==> config.mk <==
export PLATFORM = sky130hd
export DESIGN_NAME = turbo_itl_ctrl_flat
export DESIGN_NICKNAME = d
export VERILOG_FILES = /design/src/rtl/turbo_itl_ctrl_if.sv /design/src/rtl/turbo_itl_ctrl.sv /design/src/flat_wrapper.sv
export SDC_FILE = /design/constraint.sdc
export NUM_CORES = 1
export LEC_CHECK = 0
export ABC_AREA = 1
export CAP_MARGIN = 20
export CORE_AREA = 2 2 122 124
export CTS_CLUSTER_SIZE = 30
export DETAILED_ROUTE_END_ITERATION = 6
export DIE_AREA = 0 0 124 126
export PLACE_DENSITY = 0.79
export SLEW_MARGIN = 30
export SYNTH_ARGS = -nofsm -noshare
export SYNTH_HDL_FRONTEND = slang
export SYNTH_SLANG_ARGS = --single-unit
==> constraint.sdc <==
create_clock -name clk -period 3.7 [get_ports clk]
set_clock_uncertainty 0.15 [all_clocks]
set_input_delay 0.74 -clock clk [delete_from_list [all_inputs] [get_ports clk]]
set_output_delay 0.74 -clock clk [all_outputs]
set_load 0.01 [all_outputs]
==> src/rtl/turbo_itl_ctrl_if.sv <==
// turbo_itl_ctrl_if: block control, symbol streams and ROM/RAM ports of the turbo interleaver sequencer.
// master = sequencer side, slave = surrounding datapath / memories.
interface turbo_itl_ctrl_if #(
    parameter int unsigned D_WIDTH = 13,
    parameter int unsigned A_WIDTH = 16,
    parameter int unsigned S_WIDTH = 13
);
    logic               start;
    logic [A_WIDTH-1:0] blk_len;
    logic               mode;
    logic               in_valid;
    logic               in_ready;
    logic [S_WIDTH-1:0] in_data;
    logic [A_WIDTH-1:0] rom_addr;
    logic [D_WIDTH-1:0] rom_data;
    logic               ram_wen;
    logic [A_WIDTH-1:0] ram_waddr;
    logic [S_WIDTH-1:0] ram_wdata;
    logic [A_WIDTH-1:0] ram_raddr;
    logic [S_WIDTH-1:0] ram_rdata;
    logic               out_valid;
    logic               out_ready;
    logic [S_WIDTH-1:0] out_data;
    logic               out_last;
    logic               busy;
    logic               done;
    logic               err;
    logic               err_range;

    modport master (
        input  start, blk_len, mode, in_valid, in_data, rom_data, ram_rdata, out_ready,
        output in_ready, rom_addr, ram_wen, ram_waddr, ram_wdata, ram_raddr,
               out_valid, out_data, out_last, busy, done, err, err_range
    );

    modport slave (
        output start, blk_len, mode, in_valid, in_data, rom_data, ram_rdata, out_ready,
        input  in_ready, rom_addr, ram_wen, ram_waddr, ram_wdata, ram_raddr,
               out_valid, out_data, out_last, busy, done, err, err_range
    );
endinterface

==> src/rtl/turbo_itl_ctrl.sv <==
// turbo_itl_ctrl: loads a block into the symbol RAM, then streams it out in ROM-permuted order.
// Define TURBO_ITL_RANGE_CHK_EN to check ROM indices against the block length (err_range).
module turbo_itl_ctrl #(
    parameter int unsigned D_WIDTH = 13,
    parameter int unsigned A_WIDTH = 16,
    parameter int unsigned S_WIDTH = 13
) (
    input logic              clk,
    input logic              n_rst,
    turbo_itl_ctrl_if.master bus
);
    typedef enum logic [1:0] {IDLE, LOAD, DRAIN, FIN} state_t;

    localparam logic [A_WIDTH:0] MAX_LEN = (A_WIDTH+1)'(1) << D_WIDTH;

    state_t             state, state_n;
    logic [A_WIDTH-1:0] len_q, wr_cnt, rd_cnt, last_idx;
    logic               mode_q, first;
    logic               v1, last1, v2, last2, zero2;
    logic [S_WIDTH-1:0] fifo_data [4];
    logic               fifo_last [4];
    logic [1:0]         wr_ptr, rd_ptr;
    logic [2:0]         occ;
    logic               err_q;
    logic               start_ok, start_acc, accept, issue, push, pop, rom_bad, range_hit;

    assign last_idx  = len_q - A_WIDTH'(1);
    assign start_ok  = (bus.blk_len != '0) && ({1'b0, bus.blk_len} <= MAX_LEN);
    assign start_acc = (state == IDLE) && bus.start && start_ok;
    assign push      = v2;
    assign bus.out_valid = (occ != 3'd0);
    assign pop       = bus.out_valid && bus.out_ready;
    assign bus.out_data  = bus.out_valid ? fifo_data[rd_ptr] : '0;
    assign bus.out_last  = bus.out_valid && fifo_last[rd_ptr];
    assign bus.busy  = (state != IDLE);
    assign bus.done  = (state == FIN);
    assign bus.err   = err_q;

    always_comb begin
        state_n       = state;
        bus.in_ready  = 1'b0;
        bus.ram_wen   = 1'b0;
        bus.ram_waddr = '0;
        bus.ram_wdata = '0;
        bus.rom_addr  = '0;
        bus.ram_raddr = '0;
        accept        = 1'b0;
        issue         = 1'b0;
        range_hit     = 1'b0;
        case (state)
            IDLE: if (start_acc) state_n = LOAD;
            LOAD: begin
                // mode1 spends the first cycle fetching the ROM entry for index 0
                bus.in_ready = mode_q ? !first : 1'b1;
                accept       = bus.in_valid && bus.in_ready;
                if (mode_q) begin
                    bus.rom_addr  = accept ? wr_cnt + A_WIDTH'(1) : wr_cnt;
                    bus.ram_waddr = A_WIDTH'(bus.rom_data);
                    range_hit     = accept && rom_bad;
                end else begin
                    bus.ram_waddr = wr_cnt;
                end
                bus.ram_wen   = accept && !range_hit;
                bus.ram_wdata = bus.in_data;
                if (accept && wr_cnt == last_idx) state_n = DRAIN;
            end
            DRAIN: begin
                // credit check: buffered entries plus reads still in the pipe never exceed 4
                issue = (rd_cnt != len_q) &&
                        ((occ + {2'b0, v1} + {2'b0, v2}) < 3'd4);
                if (mode_q) begin
                    bus.ram_raddr = rd_cnt;
                end else begin
                    bus.rom_addr  = rd_cnt;
                    bus.ram_raddr = A_WIDTH'(bus.rom_data);
                    range_hit     = v1 && rom_bad;
                end
                if (pop && fifo_last[rd_ptr]) state_n = FIN;
            end
            FIN:     state_n = IDLE;
            default: state_n = IDLE;
        endcase
    end

    always_ff @(posedge clk) begin
        if (!n_rst) begin
            state  <= IDLE;
            len_q  <= '0;
            mode_q <= 1'b0;
            wr_cnt <= '0;
            rd_cnt <= '0;
            first  <= 1'b0;
            v1     <= 1'b0;
            last1  <= 1'b0;
            v2     <= 1'b0;
            last2  <= 1'b0;
            zero2  <= 1'b0;
            wr_ptr <= '0;
            rd_ptr <= '0;
            occ    <= '0;
            err_q  <= 1'b0;
        end else begin
            state <= state_n;
            err_q <= (state == IDLE) && bus.start && !start_ok;
            first <= start_acc;
            if (start_acc) begin
                len_q  <= bus.blk_len;
                mode_q <= bus.mode;
                wr_cnt <= '0;
                rd_cnt <= '0;
            end else begin
                if (accept) wr_cnt <= wr_cnt + A_WIDTH'(1);
                if (issue)  rd_cnt <= rd_cnt + A_WIDTH'(1);
            end
            v1    <= issue && !mode_q;
            last1 <= (rd_cnt == last_idx);
            v2    <= mode_q ? issue : v1;
            last2 <= mode_q ? (rd_cnt == last_idx) : last1;
            zero2 <= mode_q ? 1'b0 : range_hit;
            if (push) wr_ptr <= wr_ptr + 2'd1;
            if (pop)  rd_ptr <= rd_ptr + 2'd1;
            case ({push, pop})
                2'b10:   occ <= occ + 3'd1;
                2'b01:   occ <= occ - 3'd1;
                default: occ <= occ;
            endcase
        end
    end

    always_ff @(posedge clk) begin
        if (push) begin
            fifo_data[wr_ptr] <= zero2 ? '0 : bus.ram_rdata;
            fifo_last[wr_ptr] <= last2;
        end
    end

`ifdef TURBO_ITL_RANGE_CHK_EN
    logic err_range_q;
    assign rom_bad       = A_WIDTH'(bus.rom_data) >= len_q;
    assign bus.err_range = err_range_q;
    always_ff @(posedge clk) begin
        if (!n_rst)         err_range_q <= 1'b0;
        else if (start_acc) err_range_q <= 1'b0;
        else if (range_hit) err_range_q <= 1'b1;
    end
`else
    assign rom_bad       = 1'b0;
    assign bus.err_range = 1'b0;
`endif
endmodule
==> src/flat_wrapper.sv <==
// flat-port wrapper written by rule: the top's interface ports become plain ports
module turbo_itl_ctrl_flat 
#(
    parameter int unsigned D_WIDTH = 13,
    parameter int unsigned A_WIDTH = 16,
    parameter int unsigned S_WIDTH = 13
)
  (clk, n_rst, bus_start, bus_blk_len, bus_mode, bus_in_valid, bus_in_data, bus_rom_data, bus_ram_rdata, bus_out_ready, bus_in_ready, bus_rom_addr, bus_ram_wen, bus_ram_waddr, bus_ram_wdata, bus_ram_raddr, bus_out_valid, bus_out_data, bus_out_last, bus_busy, bus_done, bus_err, bus_err_range);
  turbo_itl_ctrl_if #(.D_WIDTH(D_WIDTH), .A_WIDTH(A_WIDTH), .S_WIDTH(S_WIDTH)) bus_i ();
  input logic clk;
  input logic n_rst;
  input wire logic [$bits(bus_i.start)-1:0] bus_start;
  input wire logic [$bits(bus_i.blk_len)-1:0] bus_blk_len;
  input wire logic [$bits(bus_i.mode)-1:0] bus_mode;
  input wire logic [$bits(bus_i.in_valid)-1:0] bus_in_valid;
  input wire logic [$bits(bus_i.in_data)-1:0] bus_in_data;
  input wire logic [$bits(bus_i.rom_data)-1:0] bus_rom_data;
  input wire logic [$bits(bus_i.ram_rdata)-1:0] bus_ram_rdata;
  input wire logic [$bits(bus_i.out_ready)-1:0] bus_out_ready;
  output wire logic [$bits(bus_i.in_ready)-1:0] bus_in_ready;
  output wire logic [$bits(bus_i.rom_addr)-1:0] bus_rom_addr;
  output wire logic [$bits(bus_i.ram_wen)-1:0] bus_ram_wen;
  output wire logic [$bits(bus_i.ram_waddr)-1:0] bus_ram_waddr;
  output wire logic [$bits(bus_i.ram_wdata)-1:0] bus_ram_wdata;
  output wire logic [$bits(bus_i.ram_raddr)-1:0] bus_ram_raddr;
  output wire logic [$bits(bus_i.out_valid)-1:0] bus_out_valid;
  output wire logic [$bits(bus_i.out_data)-1:0] bus_out_data;
  output wire logic [$bits(bus_i.out_last)-1:0] bus_out_last;
  output wire logic [$bits(bus_i.busy)-1:0] bus_busy;
  output wire logic [$bits(bus_i.done)-1:0] bus_done;
  output wire logic [$bits(bus_i.err)-1:0] bus_err;
  output wire logic [$bits(bus_i.err_range)-1:0] bus_err_range;
  assign bus_i.start = bus_start;
  assign bus_i.blk_len = bus_blk_len;
  assign bus_i.mode = bus_mode;
  assign bus_i.in_valid = bus_in_valid;
  assign bus_i.in_data = bus_in_data;
  assign bus_i.rom_data = bus_rom_data;
  assign bus_i.ram_rdata = bus_ram_rdata;
  assign bus_i.out_ready = bus_out_ready;
  assign bus_in_ready = bus_i.in_ready;
  assign bus_rom_addr = bus_i.rom_addr;
  assign bus_ram_wen = bus_i.ram_wen;
  assign bus_ram_waddr = bus_i.ram_waddr;
  assign bus_ram_wdata = bus_i.ram_wdata;
  assign bus_ram_raddr = bus_i.ram_raddr;
  assign bus_out_valid = bus_i.out_valid;
  assign bus_out_data = bus_i.out_data;
  assign bus_out_last = bus_i.out_last;
  assign bus_busy = bus_i.busy;
  assign bus_done = bus_i.done;
  assign bus_err = bus_i.err;
  assign bus_err_range = bus_i.err_range;
  turbo_itl_ctrl #(.D_WIDTH(D_WIDTH), .A_WIDTH(A_WIDTH), .S_WIDTH(S_WIDTH)) u_core (.clk(clk), .n_rst(n_rst), .bus(bus_i));
endmodule
==> flow_metrics.env, run 1 <==
export IMPL_drt_vias_per_instance=5.54
export IMPL_critPathKind="input pin to output pin"
export IMPL_period_share=0.959
export IMPL_postCtsHoldBufs=0
export IMPL_die_y_um=126
export IMPL_status="finished clean"
export IMPL_muxShareOfSynthArea=0
export IMPL_grt_max_degree=39
export IMPL_cts_tree="yes"
export IMPL_synth_seq_area_share=0.412
export IMPL_startpoint_type="input pin"
export IMPL_cp_startpoint="bus_in_valid"
export IMPL_overflow=0
export IMPL_syn_to_final_growth_pct=29.9
export IMPL_syn_avg_cell_area_um2=7.36
export IMPL_synth_xor_area_frac=0.0662
export IMPL_grt_pass1_vias=7016
export IMPL_n_fill_cell=1210
export IMPL_worst_pin_slew_ns=0.635
export IMPL_cp_arrival_ns=2.66
export IMPL_async_flop_share=0
export IMPL_rrSetupSlack_ns=1.21
export IMPL_setup_viol=0
export IMPL_synth_top_family_by_area="simple AND/OR/NAND/NOR gates"
export IMPL_hp_class="flip-flop to flip-flop"
export IMPL_synth_top_area_cell="edfxtp_1"
export IMPL_wire_per_inst_um=17.3
export IMPL_drive_above_1_share=0.0719
export IMPL_rsz0062_at_grt="false"
export IMPL_fmax_mhz=282
export IMPL_nets=1203
export IMPL_yosysWarnings=0
export IMPL_synth_cell_type_count=45
export IMPL_timing_rr_start="u_core.len_q[0]$_SDFFE_PN0P_"
export IMPL_gp_congestion=1.02
export IMPL_tns_ns=0
export IMPL_pwr_share_comb=0.344
export IMPL_yosys_area_share_simple=0.248
export IMPL_clock_power_share=0.334
export IMPL_coreArea_mm2=0.0143
export IMPL_vdd_ir_drop_max_uv=328
export IMPL_diodes=0
export IMPL_yosysTopAreaCellShare=0.231
export IMPL_clock_latency_ns=0.43
export IMPL_synthFlopType="dfxtp_1"
export IMPL_rows=44
export IMPL_cts_buffers=17
export IMPL_relSlewSlack=0.576
export IMPL_ys_ff_latch=122
export IMPL_numPortBuffers=141
export IMPL_pwr_share_seq=0.322
export IMPL_path_max_fanout=26
export IMPL_dr_pass1_iters=5
export IMPL_r2r_cells=15
export IMPL_synth_most_common_cell="nand2_1"
export IMPL_synth_fa_ha_area_frac=0.0268
export IMPL_p_int_mw=3.04
export IMPL_crit_end="bus_rom_addr[9]"
export IMPL_p_switching_mw=1.80
export IMPL_synth_area_mm2=0.00728
export IMPL_synth_edf_count=56
export IMPL_drt_total_wl_mm=22.9
export IMPL_drcViolationCount=0
export IMPL_synthTopCellsByCount="nand2_1, nor2_1, a21oi_1"
export IMPL_ys_top_cells_by_area="edfxtp_1, dfxtp_1, nand2_1"
export IMPL_synth_compound_gate_area_share=0.158
export IMPL_start_util=0.509
export IMPL_p_leak_nw=3.81
export IMPL_fin_hold_ws_ns=0.314
export IMPL_postSynthCellCount=990
export IMPL_clk_transition_reported_paths_ns=0.06
export IMPL_die_area_mm2=0.0156
export IMPL_drt_initial_drc_count=765
export IMPL_swShare=0.371
export IMPL_dp_hpwl_mm=16.6
export IMPL_cap_viol_max_count=0
export IMPL_vias=7336
export IMPL_die_w_um=124
export IMPL_min_period_ns=3.55
export IMPL_clockBufferDepth=2
export IMPL_grt_pass1_wl_mm=35.7
export IMPL_htreeDepth=4
export IMPL_power_density_mw_per_mm2=512
export IMPL_cts_root_buf="clkbuf_16"
export IMPL_gr_usage_all_layers=0.302
export IMPL_ant_nets=0
export IMPL_clock_sinks=122
export IMPL_antenna_found_initial=0
export IMPL_timing_rr_end="u_core.state[1]$_SDFFE_PN0P_"
export IMPL_slew_viol_final=0
export IMPL_num_io_pins=143
export IMPL_required_ns=2.81
export IMPL_finalHoldViolCount=0
export IMPL_worst_setup_path_end_kind="output pin"
export IMPL_syn_num_nets=1066
-- worst min-delay path by stage --
stage	slack (ns)	depth (start not counted)	start	to
floorplan	0.29	2	u_core.rd_ptr[1]$_SDFFE_PN0P_	flip-flop
global placement	0.29	2	u_core.last1$_SDFF_PN0_	u_core.last2$_SDFF_PN0_
detailed placement	0.31	2	u_core.last1$_SDFF_PN0_	u_core.last2$_SDFF_PN0_
CTS	0.32	2	u_core.last1$_SDFF_PN0_	u_core.last2$_SDFF_PN0_
global route	0.33	2	u_core.last1$_SDFF_PN0_	u_core.last2$_SDFF_PN0_
finish	0.31	2	u_core.last1$_SDFF_PN0_	u_core.last2$_SDFF_PN0_
-- per-layer routing --
layer / vias to the layer above / global-route usage / share of wire
met2: 433 / 0.479 / 0.46
met3: 74 / 0.0625 / 0.092
met4: 0 / 0.155 / 0.041
met5: - / 0 / 0
li1: 3527 / - / -
met1: 3302 / 0.387 / 0.40
-- stage by stage --
stage / util / area [µm²] / total power [mW] / instances / setup slack (ns)
floorplan: - / 7280 / 2.49 / 990 / 1.16
global placement: 0.618 / 8840 / 3.20 / 1289 / 0.208
detailed placement: 0.618 / 8840 / 3.22 / 1289 / 0.214
CTS: 0.658 / 9420 / 4.83 / 1321 / 0.0115
global route: 0.661 / 9460 / 5.07 / 1324 / 0.0145
finish: 0.661 / 9460 / 4.84 / 1324 / 0.152
-- layout make-up --
| class | count | area (µm²) | area share |
|---|---|---|---|
| Sequential cell | 122 | 3010 | 0.318 |
| Tap cell | 184 | 230 | 0.0243 |
| Timing Repair Buffer | 160 | 1570 | 0.165 |
| Clock buffer | 17 | 425 | 0.0450 |
| Clock inverter | 15 | 148 | 0.0156 |
| Multi-Input combinational cell | 711 | 3650 | 0.386 |
| Inverter | 115 | 432 | 0.0456 |
-- cells in the final DEF, fill, tap and decap left out, types with 13 or more instances in the layout --
cell             synthesis  routed
clkbuf_16                0      17
nand4_1                 14      14
nor2_1                 122     121
edfxtp_1                56      56
nand2_1                198     198
inv_1                  109     109
nor3_1                  14      13
xnor2_1                 16      16
a21oi_1                112     112
buf_4                    1      19
nand3_1                 40      40
dfxtp_1                 66      62
clkdlybuf4s50_1          0     135
o21ai_0                 95      94
ha_1                    14      14
xor2_1                  39      39
-- power by group through the flow --
stage                     logic, mW  registers [mW]  clock network, mW
final                          1.66            1.56               1.62
after global routing           1.82            1.57               1.68
after CTS                      1.65            1.55               1.62
after detailed placement       1.64            1.58                  0
after global placement         1.62            1.58                  0
after floorplan               0.942            1.55                  0
-- registers in the layout, summed over array words and instances, names as in the netlist, named ones only --
signal            cells
u_core.fifo_data     52
u_core.len_q         16
u_core.rd_cnt        16
u_core.wr_cnt        16
u_core.fifo_last      4
u_core.occ            3
u_core.rd_ptr         2
u_core.state          2
u_core.wr_ptr         2
u_core.bus.err        1
u_core.first          1
u_core.last1          1
u_core.last2          1
u_core.mode_q         1
u_core.push           1
u_core.v1             1
-- worst max-delay path, stage by stage --
cell	delay [ns]
clkdlybuf4s50_1	0.46
inv_1	0.05
a21oi_2	0.21
buf_4	0.33
o211ai_1	0.12
a21oi_1	0.17
clkdlybuf4s50_1	0.58
-- logic make-up (layout without fill, tap and decap cells) --
logic type | count (synthesis) | after routing
simple gates | 417 | 417
compound gates | 223 | 223
buf+inv | 157 | 307
flops | 122 | 122
xor+xnor | 55 | 55
fa+ha+maj | 15 | 15
other cells | 1 | 1
-- repair_timing --
item / CTS / global route
pin swaps: 0 / 3
endpoints found under the setup margin: 6 / 6
setup buffers: 0 / 3
resized for setup: 2 / 10
Note: power is estimated with default switching activity, not from simulation.
==> inputs of run 2 (changes only) <==
--- a/config.mk
+++ b/config.mk
@@ -7,11 +7,11 @@
 export LEC_CHECK = 0
 export ABC_AREA = 1
 export CAP_MARGIN = 20
-export CORE_AREA = 2 2 122 124
+export CORE_AREA = 2 2 127 129
 export CTS_CLUSTER_SIZE = 30
 export DETAILED_ROUTE_END_ITERATION = 6
-export DIE_AREA = 0 0 124 126
-export PLACE_DENSITY = 0.79
+export DIE_AREA = 0 0 129 131
+export PLACE_DENSITY = 0.77
 export SLEW_MARGIN = 30
 export SYNTH_ARGS = -nofsm -noshare
 export SYNTH_HDL_FRONTEND = slang
==> constraint.sdc (replaced) <==
create_clock -name clk -period 3.2 [get_ports clk]
set_clock_uncertainty 0.15 [all_clocks]
set_input_delay 0.64 -clock clk [delete_from_list [all_inputs] [get_ports clk]]
set_output_delay 0.64 -clock clk [all_outputs]
set_load 0.01 [all_outputs]
==> flow_metrics.env, run 2 (synthesis gave the netlist of run 1 again) <==
export IMPL_ant_nets=0
export IMPL_holdPathStages=2
export IMPL_drt_total_wl_mm=22.4
export IMPL_cts_buffers=17
export IMPL_setup_viol=0
export IMPL_drive_above_1_share=0.0972
export IMPL_startpoint_type="flip-flop"
export IMPL_clk_transition_reported_paths_ns=0.05
export IMPL_die_w_um=129
export IMPL_fmax_mhz=314
export IMPL_top_register="u_core.fifo_data"
export IMPL_setup_slack_ns=0.0105
export IMPL_gr_usage_all_layers=0.266
export IMPL_required_ns=2.41
export IMPL_die_area_mm2=0.0169
export IMPL_clockBufferDepth=2
export IMPL_finalHoldViolCount=0
export IMPL_drcViolationCount=0
export IMPL_tns_ns=0
export IMPL_start_util=0.467
export IMPL_timing_rr_start="u_core.len_q[0]$_SDFFE_PN0P_"
export IMPL_dp_hpwl_mm=16.5
export IMPL_nets=1215
export IMPL_final_common_cell="nand2_1"
export IMPL_die_y_um=131
export IMPL_min_from="u_core.last1$_SDFF_PN0_"
export IMPL_rrSetupSlack_ns=0.66
export IMPL_grt_max_degree=30
export IMPL_final_cell_mix="nand2_1, clkdlybuf4s50_1, nor2_1"
export IMPL_worst_pin_slew_ns=0.729
export IMPL_dr_pass1_iters=5
export IMPL_htreeDepth=4
export IMPL_gp_congestion=0.982
export IMPL_antenna_found_initial=0
export IMPL_cts_tree="yes"
export IMPL_rows=46
export IMPL_clock_latency_ns=0.42
export IMPL_cp_arrival_ns=2.40
export IMPL_cap_viol_max_count=0
export IMPL_min_period_ns=3.19
export IMPL_wire_per_inst_um=16.4
export IMPL_p_leak_nw=3.94
export IMPL_num_io_pins=143
export IMPL_r2r_cells=15
export IMPL_fin_area_mm2=0.00973
export IMPL_dp_cells=1331
export IMPL_p_int_mw=3.68
export IMPL_vdd_ir_drop_max_uv=344
export IMPL_period_share=0.997
export IMPL_status="finished clean"
export IMPL_pwr_share_seq=0.321
export IMPL_swShare=0.345
export IMPL_syn_to_final_growth_pct=33.6
export IMPL_drt_vias_per_instance=5.30
export IMPL_pre_cts_ws_ns=0.0336
export IMPL_critPathKind="flip-flop to output pin"
export IMPL_largest_register_ffs=52
export IMPL_clock_power_share=0.330
export IMPL_cts_root_buf="clkbuf_16"
export IMPL_clock_sinks=122
export IMPL_numPortBuffers=141
export IMPL_diodes=0
export IMPL_coreArea_mm2=0.0156
export IMPL_postCtsHoldBufs=0
export IMPL_rsz0062_at_grt="true"
export IMPL_drt_initial_drc_count=692
export IMPL_hp_class="flip-flop to flip-flop"
export IMPL_p_switching_mw=1.93
export IMPL_post_dp_cell_area_mm2=0.00897
export IMPL_overflow=0
export IMPL_timing_rr_end="u_core.state[0]$_SDFFE_PN0P_"
export IMPL_slew_viol_final=0
export IMPL_power_total_mw=5.62
export IMPL_worst_setup_path_end_kind="output pin"
export IMPL_stdcell_count=1368
export IMPL_grt_pass1_wl_mm=34.4
export IMPL_grt_pass1_vias=6663
export IMPL_hold_path_end="u_core.last2$_SDFF_PN0_"
export IMPL_power_density_mw_per_mm2=577
export IMPL_vias=7250
export IMPL_path_max_fanout=29
export IMPL_fin_hold_ws_ns=0.318
export IMPL_pwr_share_comb=0.349
export IMPL_fin_util=0.624
export IMPL_relSlewSlack=0.513
==> run 2: critical path, cell delays in order, from the launching register on <==
cell and delay (ns):
dfxtp_1 0.34, inv_1 0.12, ha_2 0.28, buf_8 0.23, inv_1 0.16, nor3_1 0.24
clkdlybuf4s50_1 0.61
==> run 2: power groups by stage <==
stage	clock, mW	sequential, mW	combinational (mW)
2_1_floorplan	0	1.79	1.09
3_3_place_gp	0	1.82	1.87
3_5_place_dp	0	1.83	1.89
4_1_cts	1.88	1.80	1.92
5_1_grt	1.95	1.81	2.16
6_report	1.86	1.80	1.96
==> run 2: layout make-up <==
type / instances / area, µm²
Tap cell: 216 / 270
Inverter: 115 / 435
Multi-Input combinational cell: 711 / 3770
Fill cell: 1336 / 5870
Sequential cell: 122 / 3010
Clock buffer: 18 / 429
Timing Repair Buffer: 172 / 1660
Clock inverter: 14 / 148
==> run 2: metal layers <==
layer | global-route usage | share of wire | vias to the layer above
met5 | 0 | 0 | -
met4 | 0.116 | 0.037 | 0
met3 | 0.0676 | 0.089 | 61
met2 | 0.449 | 0.47 | 362
met1 | 0.323 | 0.41 | 3273
li1 | - | - | 3554
==> run 2: how the worst max path moves through the flow <==
stage	startpoint	endpoint	slack, ns
floorplan	u_core.wr_cnt[0]$_SDFFE_PP0P_	bus_rom_addr[12]	0.78
global placement	bus_in_valid	bus_rom_addr[2]	0.04
detailed placement	bus_in_valid	bus_rom_addr[2]	0.03
CTS	bus_in_valid	bus_rom_addr[2]	0.008
global route	u_core.wr_cnt[1]$_SDFFE_PP0P_	bus_rom_addr[14]	-0.06
finish	u_core.state[1]$_SDFFE_PN0P_	bus_ram_waddr[13]	0.01
==> run 2: timing repair <==
item                       CTS  global route
resized for setup           21            35
pin swaps                    2             8
setup endpoints to repair   13            24
buffers inserted             1             4
hold endpoints to repair     0             0
